## src/rtl/dcsg_seq_pkg.sv

```systemverilog
// Shared definitions for the DCSG command sequencer: opcodes, DCSG byte-format
// field positions, FSM state type and the command-to-byte expansion.
package dcsg_seq_pkg;

  localparam logic [1:0] OP_RAW  = 2'b00;
  localparam logic [1:0] OP_TONE = 2'b01;
  localparam logic [1:0] OP_ATT  = 2'b10;
  localparam logic [1:0] OP_WAIT = 2'b11;

  localparam int DCSG_CLK = 3579545;

  // DCSG latch byte: {latch, ch[1:0], type, payload[3:0]}
  localparam int BIT_LATCH = 7;
  localparam int CH_HI     = 6;
  localparam int CH_LO     = 5;
  localparam int BIT_TYPE  = 4;
  localparam logic [1:0] NOISE_CH = 2'd3;

  typedef enum logic [2:0] {
    S_IDLE,
    S_EMIT1,
    S_GAP,
    S_EMIT2,
    S_HOLD,
    S_WAIT
  } state_t;

  typedef struct packed {
    logic [7:0]  b0;
    logic [7:0]  b1;
    logic        two;
    logic        is_wait;
    logic [13:0] n;
  } expand_t;

  function automatic expand_t expand_cmd(input logic [15:0] cmd);
    expand_t    e;
    logic [1:0] ch;
    e    = '0;
    ch   = cmd[13:12];
    e.n  = cmd[13:0];
    case (cmd[15:14])
      OP_RAW: begin
        e.b0 = cmd[7:0];
      end
      OP_TONE: begin
        e.b0[BIT_LATCH]   = 1'b1;
        e.b0[CH_HI:CH_LO] = ch;
        if (ch == NOISE_CH) begin
          e.b0[2:0] = cmd[2:0];
        end else begin
          e.b0[3:0] = cmd[3:0];
          e.b1[5:0] = cmd[9:4];
          e.two     = 1'b1;
        end
      end
      OP_ATT: begin
        e.b0[BIT_LATCH]   = 1'b1;
        e.b0[CH_HI:CH_LO] = ch;
        e.b0[BIT_TYPE]    = 1'b1;
        e.b0[3:0]         = cmd[3:0];
      end
      default: begin
        e.is_wait = 1'b1;
      end
    endcase
    return e;
  endfunction

endpackage

```

## src/rtl/dcsg_seq_if.sv

```systemverilog
// CPU-side command port and DCSG-side write port of the sequencer.
interface dcsg_seq_if #(
  parameter int DEPTH_L2 = 4
) ();
  logic              cmd_valid;
  logic [15:0]       cmd_data;
  logic              cmd_ready;
  logic              flush;
  logic              pause;
  logic              busy;
  logic [DEPTH_L2:0] level;
  logic              wr;
  logic [7:0]        data;

  modport master (
    output cmd_valid, cmd_data, flush, pause,
    input  cmd_ready, busy, level, wr, data
  );

  modport slave (
    input  cmd_valid, cmd_data, flush, pause,
    output cmd_ready, busy, level, wr, data
  );
endinterface

```

## src/rtl/dcsg_seq_sync_fifo.sv

```systemverilog
// Show-ahead synchronous FIFO with registered full flag and synchronous flush.
module sync_fifo #(
  parameter int WIDTH    = 16,
  parameter int DEPTH_L2 = 4
) (
  input  logic              clk,
  input  logic              rst_n,
  input  logic              push,
  input  logic [WIDTH-1:0]  din,
  input  logic              pop,
  input  logic              flush,
  output logic [WIDTH-1:0]  dout,
  output logic              empty,
  output logic              full,
  output logic [DEPTH_L2:0] level
);

  localparam int DEPTH = 1 << DEPTH_L2;

  logic [WIDTH-1:0]    mem [DEPTH];
  logic [DEPTH_L2-1:0] wr_ptr;
  logic [DEPTH_L2-1:0] rd_ptr;
  logic [DEPTH_L2:0]   count;
  logic [DEPTH_L2:0]   count_nxt;
  logic                full_q;
  logic                push_ok;
  logic                pop_ok;

  // full_q is checked rather than count, so a pop in the same cycle never frees a slot early
  assign push_ok = push & ~full_q & ~flush;
  assign pop_ok  = pop & (count != '0) & ~flush;

  always_comb begin
    count_nxt = count + (DEPTH_L2+1)'(push_ok) - (DEPTH_L2+1)'(pop_ok);
  end

  always_ff @(posedge clk or negedge rst_n) begin
    if (!rst_n) begin
      wr_ptr <= '0;
      rd_ptr <= '0;
      count  <= '0;
      full_q <= 1'b0;
    end else if (flush) begin
      wr_ptr <= '0;
      rd_ptr <= '0;
      count  <= '0;
      full_q <= 1'b0;
    end else begin
      if (push_ok) wr_ptr <= wr_ptr + 1'b1;
      if (pop_ok)  rd_ptr <= rd_ptr + 1'b1;
      count  <= count_nxt;
      full_q <= (count_nxt == (DEPTH_L2+1)'(DEPTH));
    end
  end

  always_ff @(posedge clk) begin
    if (push_ok) mem[wr_ptr] <= din;
  end

  assign dout  = mem[rd_ptr];
  assign empty = (count == '0);
  assign full  = full_q;
  assign level = count;

endmodule

```

## src/rtl/dcsg_seq.sv

```systemverilog
// DCSG command sequencer: pops queued commands, expands them into DCSG register
// bytes with enforced write spacing, and executes prescaled timed waits.
module dcsg_seq
  import dcsg_seq_pkg::*;
#(
  parameter int CLK      = DCSG_CLK,
  parameter int TICK_HZ  = 44100,
  parameter int DEPTH_L2 = 4,
  parameter int WR_GAP   = 2
) (
  input logic       clk,
  input logic       rst_n,
  dcsg_seq_if.slave bus
);

  // state  | meaning
  // IDLE   | waiting for a command; pops when queue non-empty, not paused, not flushing
  // EMIT1  | wr strobe with byte0
  // GAP    | spacing between the two bytes of a tone command
  // EMIT2  | wr strobe with byte1 (tone period high bits)
  // HOLD   | spacing after the last byte before the next command may emit
  // WAIT   | counting down prescaled ticks

  localparam int DIV        = (CLK + TICK_HZ / 2) / TICK_HZ;
  localparam int PRE_W      = (DIV > 1) ? $clog2(DIV) : 1;
  localparam int GAP_W      = $clog2(WR_GAP);
  localparam logic [PRE_W-1:0] PRE_RELOAD = PRE_W'(DIV - 1);
  localparam logic [GAP_W-1:0] GAP_RELOAD = GAP_W'(WR_GAP - 2);

  state_t            state_q;
  state_t            state_d;
  logic [15:0]       fifo_dout;
  logic              fifo_empty;
  logic              fifo_full;
  logic              pop;
  expand_t           cmd_x;

  logic              emit0;
  logic              emit1;
  logic              gap_load;
  logic              wait_load;
  logic              wait_dec;
  logic              wait_clr;

  logic              wr_q;
  logic [7:0]        data_q;
  logic [7:0]        b1_q;
  logic              two_q;
  logic [GAP_W-1:0]  gap_q;
  logic [13:0]       wait_q;
  logic [PRE_W-1:0]  pre_q;
  logic              tick;

  sync_fifo #(
    .WIDTH    (16),
    .DEPTH_L2 (DEPTH_L2)
  ) u_fifo (
    .clk   (clk),
    .rst_n (rst_n),
    .push  (bus.cmd_valid),
    .din   (bus.cmd_data),
    .pop   (pop),
    .flush (bus.flush),
    .dout  (fifo_dout),
    .empty (fifo_empty),
    .full  (fifo_full),
    .level (bus.level)
  );

  assign cmd_x = expand_cmd(fifo_dout);
  assign tick  = (pre_q == '0);

  always_ff @(posedge clk or negedge rst_n) begin
    if (!rst_n) state_q <= S_IDLE;
    else        state_q <= state_d;
  end

  always_comb begin
    state_d   = state_q;
    pop       = 1'b0;
    emit0     = 1'b0;
    emit1     = 1'b0;
    gap_load  = 1'b0;
    wait_load = 1'b0;
    wait_dec  = 1'b0;
    wait_clr  = 1'b0;
    case (state_q)
      S_IDLE: begin
        if (!fifo_empty && !bus.pause && !bus.flush) begin
          pop = 1'b1;
          if (cmd_x.is_wait) begin
            if (cmd_x.n != '0) begin
              state_d   = S_WAIT;
              wait_load = 1'b1;
            end
          end else begin
            state_d = S_EMIT1;
            emit0   = 1'b1;
          end
        end
      end
      S_EMIT1: begin
        gap_load = 1'b1;
        state_d  = two_q ? S_GAP : S_HOLD;
      end
      // flush is deliberately ignored here so a latched tone never loses its data byte
      S_GAP: begin
        if (gap_q == '0) begin
          state_d = S_EMIT2;
          emit1   = 1'b1;
        end
      end
      S_EMIT2: begin
        gap_load = 1'b1;
        state_d  = S_HOLD;
      end
      S_HOLD: begin
        if (gap_q == '0) state_d = S_IDLE;
      end
      S_WAIT: begin
        if (bus.flush) begin
          state_d  = S_IDLE;
          wait_clr = 1'b1;
        end else if (tick) begin
          wait_dec = 1'b1;
          if (wait_q == 14'd1) state_d = S_IDLE;
        end
      end
      default: begin
        state_d = S_IDLE;
      end
    endcase
  end

  always_ff @(posedge clk or negedge rst_n) begin
    if (!rst_n) begin
      wr_q   <= 1'b0;
      data_q <= '0;
      b1_q   <= '0;
      two_q  <= 1'b0;
      gap_q  <= '0;
      wait_q <= '0;
      pre_q  <= '0;
    end else begin
      wr_q <= emit0 | emit1;
      if (emit0)      data_q <= cmd_x.b0;
      else if (emit1) data_q <= b1_q;
      if (emit0) begin
        b1_q  <= cmd_x.b1;
        two_q <= cmd_x.two;
      end
      if (gap_load)          gap_q <= GAP_RELOAD;
      else if (gap_q != '0)  gap_q <= gap_q - 1'b1;
      if (wait_clr)          wait_q <= '0;
      else if (wait_load)    wait_q <= cmd_x.n;
      else if (wait_dec)     wait_q <= wait_q - 1'b1;
      pre_q <= tick ? PRE_RELOAD : pre_q - 1'b1;
    end
  end

  assign bus.cmd_ready = ~fifo_full;
  assign bus.busy      = ~fifo_empty | (state_q != S_IDLE);
  assign bus.wr        = wr_q;
  assign bus.data      = data_q;

endmodule

```

## src/flat_wrapper.sv

```systemverilog
// flat-port wrapper written by rule: the top's interface ports become plain ports
module dcsg_seq_flat import dcsg_seq_pkg::*;
#(
  parameter int CLK      = DCSG_CLK,
  parameter int TICK_HZ  = 44100,
  parameter int DEPTH_L2 = 4,
  parameter int WR_GAP   = 2
)
  (clk, rst_n, bus_cmd_valid, bus_cmd_data, bus_flush, bus_pause, bus_cmd_ready, bus_busy, bus_level, bus_wr, bus_data);
  dcsg_seq_if #(.DEPTH_L2(DEPTH_L2)) bus_i ();
  input logic clk;
  input logic rst_n;
  input wire logic [$bits(bus_i.cmd_valid)-1:0] bus_cmd_valid;
  input wire logic [$bits(bus_i.cmd_data)-1:0] bus_cmd_data;
  input wire logic [$bits(bus_i.flush)-1:0] bus_flush;
  input wire logic [$bits(bus_i.pause)-1:0] bus_pause;
  output wire logic [$bits(bus_i.cmd_ready)-1:0] bus_cmd_ready;
  output wire logic [$bits(bus_i.busy)-1:0] bus_busy;
  output wire logic [$bits(bus_i.level)-1:0] bus_level;
  output wire logic [$bits(bus_i.wr)-1:0] bus_wr;
  output wire logic [$bits(bus_i.data)-1:0] bus_data;
  assign bus_i.cmd_valid = bus_cmd_valid;
  assign bus_i.cmd_data = bus_cmd_data;
  assign bus_i.flush = bus_flush;
  assign bus_i.pause = bus_pause;
  assign bus_cmd_ready = bus_i.cmd_ready;
  assign bus_busy = bus_i.busy;
  assign bus_level = bus_i.level;
  assign bus_wr = bus_i.wr;
  assign bus_data = bus_i.data;
  dcsg_seq #(.CLK(CLK), .TICK_HZ(TICK_HZ), .DEPTH_L2(DEPTH_L2), .WR_GAP(WR_GAP)) u_core (.clk(clk), .rst_n(rst_n), .bus(bus_i));
endmodule
```

## config.mk

```make
export PLATFORM = sky130hd
export DESIGN_NAME = dcsg_seq_flat
export DESIGN_NICKNAME = d
export VERILOG_FILES = /design/src/rtl/dcsg_seq_pkg.sv /design/src/rtl/dcsg_seq_if.sv /design/src/rtl/dcsg_seq_sync_fifo.sv /design/src/rtl/dcsg_seq.sv /design/src/flat_wrapper.sv
export SDC_FILE = /design/constraint.sdc
export NUM_CORES = 1
export LEC_CHECK = 0
export CORE_MARGIN = 2
export CORE_UTILIZATION = 40
export CTS_BUF_LIST = sky130_fd_sc_hd__clkbuf_8
export CTS_CLUSTER_DIAMETER = 150
export DETAILED_ROUTE_END_ITERATION = 10
export SETUP_SLACK_MARGIN = 0.15
export SYNTH_ARGS = -nofsm -noshare
export SYNTH_HDL_FRONTEND = slang
export SYNTH_SLANG_ARGS = --single-unit
```

## constraint.sdc

```tcl
create_clock -name clk -period 8 [get_ports clk]
set_input_delay 1.2 -clock clk [delete_from_list [all_inputs] [get_ports clk]]
set_output_delay 1.2 -clock clk [all_outputs]
set_load 0.01 [all_outputs]
```

* Word level (Yosys, flattened, before mapping)
Memories as Yosys holds them, arrays and structs flattened.
Cells that the tools add are included.
** Storage, ports and cells
- Input bits :: 21
- Memories :: 1
- Output and inout port bits :: 16
- Register bits after elaboration :: 55
- RAM bits :: 256
- Logic and storage cells :: 115
** Memory list
- u_core.u_fifo.mem :: words 16, bits a word 16, read ports 1, clocked after Yosys merged registers in 0, wr ports 1, line dcsg_seq_sync_fifo.sv:20 : logic [WIDTH-1:0] mem [DEPTH];
** Cells by class
- Equality and inequality tests :: 16
- Mux-type cells :: 49
- $add $sub $neg :: 7
- Bitwise operators :: 9
- Reductions and logical operators :: 21
** Operator list (number)
- two-way mux 14 bit :: 3
- two-way mux 3 bit :: 9
- two-way mux 1 bit :: 23
- two-way mux 7 bit :: 3
- one-hot mux 3 bit (6 select lines) :: 1
- two-way mux 4 bit :: 4
- two-way mux 8 bit :: 2
- == test 14 x 1 -> 1 bit, second input constant :: 1
- nonzero test 14 bit :: 1
- subtractor 14 x 1 -> 14 bit, second input constant :: 1
- != test 3 x 2 -> 1 bit, second input constant :: 3
- adder 4 x 1 -> 4 bit, second input constant :: 2
- one-hot mux 4 bit (2 select lines) :: 1
- logical NOT 7 bit :: 1
- subtractor 7 x 1 -> 7 bit, second input constant :: 1
- == test 3 x 2 -> 1 bit, second input constant :: 2
- == test 3 bit, second input constant :: 2
- one-hot mux 3 bit (2 select lines) :: 1
- AND reduction 6 bit :: 1
- nonzero test 2 bit :: 3
- nonzero test 3 bit :: 2
- OR reduction 2 bit :: 3
- adder 5 x 1 -> 5 bit :: 1
- == test 5 bit, second input constant :: 1
- 19 further kinds :: 30

* Depth between registers and ports, before layout
Gate-level depths: netlist of run 1.
- Depth in word-level cells :: 11
- Gate-level depth with buffers :: 15
- Gate-level depth less buffers :: 14

* By module
A second synthesis of run 1 with hierarchy kept.
** Second synthesis, totals
- Cells, all modules :: 804
- Area, all modules :: 13230.2 sq um
** By module, submodules not included
- sync_fifo :: area each 10995.5 sq um, seq. area each 8037.7 sq um, times used 1, cells each 570
- dcsg_seq :: area each 2234.6 sq um, seq. area each 1001.0 sq um, times used 1, cells each 234

* Worst setup path after synthesis of run 1
No wires, ideal clock.
- Path type :: register to register
- Start point :: register u_core.u_fifo.rd_ptr[0]
- End point :: register u_core.data_q[4], in the netlist u_core.bus.data[4]
- Required time :: 7875 ps
- Arrival time :: 3544 ps
- Library setup time :: 125 ps
- Path slack :: 4331 ps
- Cell stages (with the launch flop) :: 12
- Clock period less this slack :: 3669 ps
- Path buffers :: 4
- Cells stage by stage :: dfrtp_1 > buf_6 > buf_2 > buf_1 > mux4_2 > mux4_2 > ha_1 > nand2b_1 > and2_1 > clkbuf_1 > inv_2 > mux2_2
** Between the ends
- Word-level cells in the longest chain between the ends :: 7
- Elaborated cells on any way between the ends :: 11
- Those cells by class :: eq/ne: 2; mux: 5; reduce/logical: 3; memory: 1
** Ends and longest elaborated chain
- start, declared :: line dcsg_seq_sync_fifo.sv:22 : logic [DEPTH_L2-1:0] rd_ptr;
- start signal, assigned :: line dcsg_seq_sync_fifo.sv:50 : if (pop_ok) rd_ptr <= rd_ptr + 1'b1;
- memory (16 x 16 bit) *
- == test 2 x 1 -> 1 bit, or another cell as far along :: line dcsg_seq_pkg.sv:42 : case (cmd[15:14])
- OR reduction 3 bit (no line)
- two-way mux 1 bit :: line dcsg_seq.sv:91 : if (cmd_x.is_wait) begin
- two-way mux 1 bit :: line dcsg_seq.sv:89 : if (!fifo_empty && !bus.pause && !bus.flush) begin
- two-way mux 1 bit :: line dcsg_seq.sv:87 : case (state_q)
- two-way mux 8 bit or nonzero test 2 bit (tied branches)
- end signal, assigned :: line dcsg_seq.sv:146 : if (emit0) data_q <= cmd_x.b0;
- end signal, assigned :: line dcsg_seq.sv:147 : else if (emit1) data_q <= b1_q;
- end, declared :: line dcsg_seq.sv:46 : logic [7:0] data_q;
Mark *: on every way between the ends. The rest lies on a longest branch, timed or not.
A chain may end at the register's enable or synchronous reset.

* Worst setup path in the final report of run 1
- Start point :: register u_core.u_fifo.rd_ptr[0]
- End point :: register u_core.data_q[5], in the netlist u_core.bus.data[5]
The elaborated chain is that of the path after synthesis.

==> results of run 1 <==
[power breakdown]
part           total [mW]  switching (mW)  internal (mW)
Combinational       0.925           0.468          0.457
Clock                1.17           0.595          0.575
Sequential           1.98           0.114           1.87
[critical path: stages, from the launching register on]
cell and delay, ns:
dfrtp_4 0.83, buf_4 0.70, mux4_2 0.58, mux4_2 0.55, ha_1 0.24, nand2b_1 0.47
and2_1 0.37, inv_2 0.15, mux2_2 0.34
[kinds of logic (layout without fill, tap and decap cells)]
group / Yosys count / after routing / share of synthesized area [%]
simple gates: 164 / 164 / 6.20
compound gates: 73 / 73 / 4.03
mux: 78 / 78 / 12.9
buf+inv: 50 / 161 / 1.86
flops: 310 / 310 / 71.4
fa+ha+maj: 20 / 20 / 2.03
xor+xnor: 24 / 24 / 1.66
[registers in the layout, summed over array words and instances (netlist names), 3 cells and up]
| register | flops |
|---|---|
| u_core.u_fifo.rd_ptr | 4 |
| u_core.u_fifo.wr_ptr | 4 |
| u_core.pre_q | 7 |
| u_core.b1_q | 6 |
| u_core.u_fifo.mem | 256 |
| u_core.bus.data | 8 |
| u_core.state_q | 3 |
| u_core.u_fifo.level | 5 |
| u_core.wait_q | 14 |
[cells in the mapped netlist, drive strengths merged (3+ instances only)]
library cell  count  area (µm²)
and2              5        31.3
nor2             44         165
nand2            57         214
xor2             11        96.3
nand3             4        20.0
mux4             66        1510
a21oi            10        50.1
a21o              3        22.5
xnor2            13         114
mux2              3        33.8
ha               19         238
a22o              4        35.0
nor4              9        68.8
o31ai             5        37.5
edfxtp          256        7690
mux2i             9        90.1
inv              17        63.8
nor2b             6        37.5
clkbuf           22        82.6
a221oi            3        26.3
buf              11        88.8
nand4             3        18.8
or3               4        25.0
o21ai            13        65.1
a22oi            31         238
nor3             13        65.1
dfrtp            54        1350
nand2b            9        56.3
[cell type report]
| class | count | area [µm²] | share of cell area [%] |
|---|---|---|---|
| Clock buffer | 49 | 674 | 4.68 |
| Clock inverter | 39 | 173 | 1.20 |
| Inverter | 17 | 63.8 | 0.443 |
| Multi-Input combinational cell | 359 | 3450 | 23.9 |
| Sequential cell | 310 | 9040 | 62.7 |
| Tap cell | 402 | 503 | 3.49 |
| Timing Repair Buffer | 56 | 505 | 3.51 |
[metrics by stage]
step	area [µm²]	setup WS [ns]	cells	util, %
floorplan	12700	4.33	719	-
finish	14400	3.60	1232	45.9
global placement	13600	3.57	1144	43.2
CTS	14400	3.53	1232	45.9
detailed placement	13600	3.46	1144	43.2
global route	14400	3.28	1232	45.9
[metal layers]
layer | track usage (%) | vias to the layer above
li1 | - | 2971
met1 | 23.1 | 3417
met2 | 28.3 | 211
met3 | 3.45 | 54
met4 | 5.61 | 0
met5 | 0 | -
[cell usage in the layout (no fill, tap or decap), types with 10 or more instances in the layout]
cell	instances
a21oi_1	10
a22oi_1	30
buf_4	20
clkbuf_8	49
clkdlybuf4s50_1	35
clkinv_1	15
dfrtp_1	52
edfxtp_1	256
ha_1	19
inv_1	31
mux4_2	61
nand2_1	57
nor2_1	31
nor2_2	13
xnor2_1	13
xor2_1	11
[final timing paths]
| kind | to |
|---|---|
| setup / recovery | u_core.bus.data[5] |
| hold / removal | u_core.b1_q[4] |
| setup reg to reg | u_core.bus.data[5] |
| hold reg to reg | u_core.b1_q[4] |
| max in group asynchronous | u_core.u_fifo.rd_ptr[0] |
| min in group asynchronous | u_core.wait_q[3] |
==> load_flow_metrics.sql, run 1 <==
INSERT INTO impl_metrics (metric_group, metric, value, unit) VALUES
('worst_setup_path', 'category_of_the_worst_setup_path_capture_point', 'flip-flop', ''),
('global_route', 'first_pass_grt_wire_length', '42000', 'µm'),
('synthesis', 'dominantRegCellSynth', 'edfxtp_1', ''),
('placed_design', 'finalWeightedCongestion', '0.806', ''),
('drt', 'detail_route.vias_per_cell', '5.40', ''),
('drt', 'postRouteWirelength', '27500', 'µm'),
('timing', 'setup_viol', '0', ''),
('synthesis', 'ys_warn_count', '0', ''),
('clock_tree', 'ctsRootBufferMaster', 'clkbuf_8', ''),
('timing', 'slew_headroom', '32.1', '%'),
('floorplanning', 'dieWidth', '182', 'µm'),
('drt', 'drt-pass1-iter-count', '5', ''),
('synthesis', 'synth_area', '12700', 'µm²'),
('drt', 'initialDrtViolationCount', '700', ''),
('placed_design', 'place_hpwl', '15800', 'µm'),
('drt', 'route.met2.wl', '13400', 'µm'),
('floorplanning', 'dieArea', '33100', 'µm²'),
('worst_setup_path', 'critPathLaunchType', 'flip-flop', ''),
('finish', 'layout.filler_cells', '2689', ''),
('global_route', 'grt_pass1_vias', '6939', ''),
('run_status', 'outcome', 'complete, no violations', ''),
('drt', 'route.antenna.remaining_nets', '0', ''),
('clock_tree', 'clock_tree_from_tritoncts', 'built', ''),
('floorplanning', 'rows', '65', ''),
('global_route', 'overall_global_routing_resource_usage', '17.2', '%'),
('timing', 'grt_setup_unrepaired', 'false', ''),
('finish', 'drive_gt1_share', '20.2', '%'),
('worst_setup_path', 'r2r_start', 'u_core.u_fifo.rd_ptr[0]', ''),
('clock_tree', 'ctsLongestPathBuffers', '3', ''),
('drt', 'route.layer.met1.wl', '11800', 'µm'),
('timing', 'clock_skew', '0.0340', 'ns'),
('global_route', 'largest_net_degree_at_the_start_of_global_routing', '66', ''),
('synthesis', 'yosysSeqAreaShare', '71.4', '%'),
('timing', 'finalMaxSlewViolations', '0', ''),
('drt', 'total_number_of_vias', '6653', ''),
('floorplanning', 'io_pins', '37', ''),
('worst_hold_path', 'whs_path_depth', '2', ''),
('worst_setup_path', 'worstRegToRegCells', '8', ''),
('placed_design', 'numPortBuffers', '36', ''),
('finish', 'n_antenna_cell', '0', ''),
('worst_setup_path', 'criticalPathCategory', 'reg -> reg', ''),
('clock_tree', 'cts_hold_buf', '0', ''),
('floorplanning', 'initial_core_util', '40.4', '%'),
('clock_tree', 'cts_max_level', '2', ''),
('power', 'lkg_pwr', '4.94', 'nW'),
('floorplanning', 'design.core.area', '31400', 'µm²'),
('worst_hold_path', 'min-delay-path-class', 'reg -> reg', ''),
('clock_tree', 'number_of_buffers_created_by_cts', '49', ''),
('timing', 'transition_time_at_the_pin_with_the_least_slew_margin', '1.01', 'ns'),
('worst_setup_path', 'worst-endpoint-arrival', '4.82', 'ns'),
('worst_setup_path', 'reg2reg_slack', '3.60', 'ns'),
('clock_tree', 'path_clk_slew', '0.06', 'ns'),
('drt', 'maxUsedRoutingLayer', 'met4', ''),
('global_route', 'initial_antenna_violation_count', '0', ''),
('synthesis', 'netlist_instances', '719', ''),
('synthesis', 'avgSynthCellArea', '17.6', 'µm²'),
('worst_hold_path', 'holdCritStartpoint', 'u_core.b1_q[4]', ''),
('flow_run', 'cap_viol_max_count', '0', ''),
('synthesis', 'async_flop_share', '17.4', '%'),
('power', 'vdd_ir_drop_max', '0.145', 'mV'),
('timing', 'finalCritPeriodShare', '55.0', '%'),
('floorplanning', 'die_span_y', '182', 'µm'),
('timing', 'timing.final.crit_period', '4.40', 'ns'),
('clock_tree', 'cts-resized-gates', '0', ''),
('clock_tree', 'cts.repair_timing.setup_buffer_count', '0', ''),
('drt', 'wl_met3', '1700', 'µm'),
('timing', 'final-hold-violation-count', '0', ''),
('worst_setup_path', 'setup.worst_path.start', 'u_core.u_fifo.rd_ptr[0]', ''),
('synthesis', 'number_of_synthesized_flops_with_an_enable_pin', '256', ''),
('global_route', 'globalRouteOverflowTotal', '0', ''),
('timing', 'holdWs', '0.483', 'ns');
No activity file was read; power rests on OpenSTA's default activity.
==> run 2, diff against run 1 <==
==> constraint.sdc (replaced) <==
create_clock -name clk -period 4.1 [get_ports clk]
set_input_delay 0.615 -clock clk [delete_from_list [all_inputs] [get_ports clk]]
set_output_delay 0.615 -clock clk [all_outputs]
set_load 0.01 [all_outputs]
==> run 2 against run 1 <==
Effect of this change: total power grew 97%; register-to-register slack worse by 2.9 ns; first-iteration DRC count shrank 21%; design area is 0.89% higher; non-clock buffer count grew 12; clock power is 97% higher; worst hold slack lost 0.43 ns; global-route usage rose by 0.070 points; clock skew is 0.0024 ns lower.
==> load_flow_metrics.sql, run 2 (synthesis results as in run 1) <==
INSERT INTO impl_metrics (metric_group, metric, value, unit) VALUES
('drt', 'initialDrtViolationCount', '555', ''),
('clock_tree', 'cts_hold_buf', '0', ''),
('drt', 'drt-pass1-iter-count', '7', ''),
('power', 'lkg_pwr', '5.01', 'nW'),
('finish', 'drive_gt1_share', '20.8', '%'),
('global_route', 'globalRouteOverflowTotal', '0', ''),
('timing', 'holdWs', '0.0581', 'ns'),
('worst_setup_path', 'r2r_start', 'u_core.u_fifo.rd_ptr[0]', ''),
('placed_design', 'dp_slack', '0.623', 'ns'),
('drt', 'route.antenna.remaining_nets', '0', ''),
('worst_setup_path', 'critPathLaunchType', 'flip-flop', ''),
('global_route', 'first_pass_grt_wire_length', '42800', 'µm'),
('worst_setup_path', 'regToRegEndpoint', 'u_core.wait_q[7]', ''),
('global_route', 'largest_net_degree_at_the_start_of_global_routing', '41', ''),
('floorplanning', 'design.core.area', '31400', 'µm²'),
('drt', 'total_number_of_vias', '6825', ''),
('clock_tree', 'number_of_buffers_created_by_cts', '49', ''),
('placed_design', 'place_hpwl', '16900', 'µm'),
('power', 'sw_frac_of_total', '28.7', '%'),
('power', 'pwr-share-comb', '23.3', '%'),
('clock_tree', 'cts_num_sinks', '310', ''),
('floorplanning', 'initial_core_util', '40.4', '%'),
('flow_run', 'cap_viol_max_count', '0', ''),
('drt', 'wire_per_inst', '22.3', 'µm'),
('timing', 'setup_viol', '0', ''),
('floorplanning', 'rows', '65', ''),
('run_status', 'outcome', 'complete, no violations', ''),
('clock_tree', 'clock_tree_from_tritoncts', 'built', ''),
('timing', 'transition_time_at_the_pin_with_the_least_slew_margin', '0.911', 'ns'),
('clock_tree', 'ctsRootBufferMaster', 'clkbuf_8', ''),
('clock_tree', 'ctsLongestPathBuffers', '3', ''),
('timing', 'worst_slack', '0.667', 'ns'),
('clock_tree', 'cts-resized-gates', '0', ''),
('global_route', 'grt_pass1_vias', '7231', ''),
('drt', 'detail_route.vias_per_cell', '5.48', ''),
('timing', 'finalCritPeriodShare', '83.7', '%'),
('timing', 'final-hold-violation-count', '0', ''),
('power', 'p_sw', '2.31', 'mW'),
('timing', 'totalNegativeSetupSlack', '0', 'ns'),
('clock_tree', 'path_clk_slew', '0.06', 'ns'),
('finish', 'layout.cells.most_common_list', 'edfxtp_1 (256), mux4_2 (61), nand2_1 (57)', ''),
('finish', 'mostFrequentLayoutCell', 'edfxtp_1', ''),
('power', 'seq_power_share', '47.9', '%'),
('finish', 'layout.filler_cells', '2690', ''),
('power', 'power.density_cell_area', '553', 'nW/µm²'),
('worst_hold_path', 'min-delay-path-class', 'in -> async', ''),
('worst_setup_path', 'cp_data_required_time', '4.55', 'ns'),
('worst_setup_path', 'category_of_the_worst_setup_path_capture_point', 'flip-flop', ''),
('clock_tree', 'cts_max_level', '2', ''),
('timing', 'finalMaxSlewViolations', '0', ''),
('timing', 'timing.final.crit_period', '3.43', 'ns'),
('worst_setup_path', 'worstRegToRegCells', '8', ''),
('clock_tree', 'cts.repair_timing.setup_buffer_count', '0', ''),
('placed_design', 'dpl-instance-area', '13700', 'µm²'),
('drt', 'drc', '0', ''),
('timing', 'clock_skew', '0.0316', 'ns'),
('power', 'power_report.internal_total', '5.73', 'mW'),
('worst_setup_path', 'worst-endpoint-arrival', '3.89', 'ns'),
('floorplanning', 'io_pins', '37', ''),
('finish', 'design_area', '14500', 'µm²'),
('timing', 'grt_setup_unrepaired', 'false', ''),
('finish', 'design.final.nets', '846', ''),
('floorplanning', 'dieArea', '33100', 'µm²'),
('timing', 'fmaxAchievable', '0.291', 'GHz'),
('global_route', 'overall_global_routing_resource_usage', '17.3', '%'),
('floorplanning', 'die_span_y', '182', 'µm'),
('placed_design', 'finalWeightedCongestion', '0.794', ''),
('worst_setup_path', 'crit_fanout', '40', ''),
('clock_tree', 'worst_skew_pair.late_latency', '0.58', 'ns'),
('global_route', 'initial_antenna_violation_count', '0', ''),
('power', 'vdd_ir_drop_max', '0.303', 'mV'),
('floorplanning', 'dieWidth', '182', 'µm'),
('finish', 'largest_register_ff_count', '256', ''),
('timing', 'slew_headroom', '39.3', '%'),
('drt', 'postRouteWirelength', '27700', 'µm'),
('worst_setup_path', 'reg2reg_slack', '0.67', 'ns'),
('placed_design', 'numPortBuffers', '36', ''),
('power', 'clockPowerShare', '28.8', '%'),
('finish', 'registers.top_by_ff_count', 'u_core.u_fifo.mem', ''),
('finish', 'n_antenna_cell', '0', ''),
('worst_setup_path', 'criticalPathCategory', 'reg -> reg', ''),
('finish', 'flow.area_growth_from_synthesis', '14.8', '%');
-- run 2: stage by stage --
stage	utilization, %	std cells	power, mW
2_1_floorplan	-	719	5.19
3_3_place_gp	43.6	1156	5.73
3_5_place_dp	43.6	1156	5.80
4_1_cts	46.3	1245	8.14
5_1_grt	46.3	1245	8.48
6_report	46.3	1245	8.04
-- run 2: worst max path at each step --
stage	end	start	slack, ns	cells after the start
after CTS	u_core.wait_q[7]	u_core.u_fifo.rd_ptr[0]	0.60	8
after floorplan	u_core.bus.data[4]	u_core.u_fifo.rd_ptr[0]	0.43	11
after global placement	u_core.u_fifo.full	bus_cmd_valid	0.64	14
after global routing	u_core.wait_q[7]	u_core.u_fifo.rd_ptr[0]	0.33	8
after detailed placement	u_core.u_fifo.full	bus_cmd_valid	0.62	14
final	u_core.wait_q[7]	u_core.u_fifo.rd_ptr[0]	0.67	8
-- run 2: worst max-delay path, stage by stage, from the launching register on --
cell and delay, ns:
dfrtp_4 0.61, buf_12 0.34, mux4_1 0.61, a22oi_1 0.23, nand2_1 0.20, nor4_1 0.29
nand4_1 0.23, and2_1 0.44, o31ai_1 0.33
-- run 2: power by group through the flow --
| stage | Combinational [mW] | Sequential, mW | Clock, mW |
|---|---|---|---|
| floorplan | 1.33 | 3.86 | 0 |
| global placement | 1.83 | 3.90 | 0 |
| detailed placement | 1.88 | 3.91 | 0 |
| CTS | 1.89 | 3.85 | 2.39 |
| global route | 2.07 | 3.89 | 2.53 |
| finish | 1.87 | 3.85 | 2.31 |
-- run 2: layer usage --
layer  GRT usage [%]  routed length [µm]  share of wire [%]  vias to the layer above
li1                -                   -                  -                     3001
met3            2.77                1420                5.1                       68
met2            28.1               13300                 48                      212
met4            5.87                 748                2.7                        0
met5               0                   0                  0                        -
met1            23.8               12200                 44                     3544
-- run 2: layout make-up --
cell class | count | area [µm²] | share of cell area [%]
clock buffers | 51 | 702 | 4.83
clock inverters | 38 | 166 | 1.14
inverters | 17 | 63.8 | 0.439
multi-input cells | 359 | 3440 | 23.7
flip-flops and latches | 310 | 9040 | 62.2
well taps | 402 | 503 | 3.46
repair buffers | 68 | 621 | 4.27
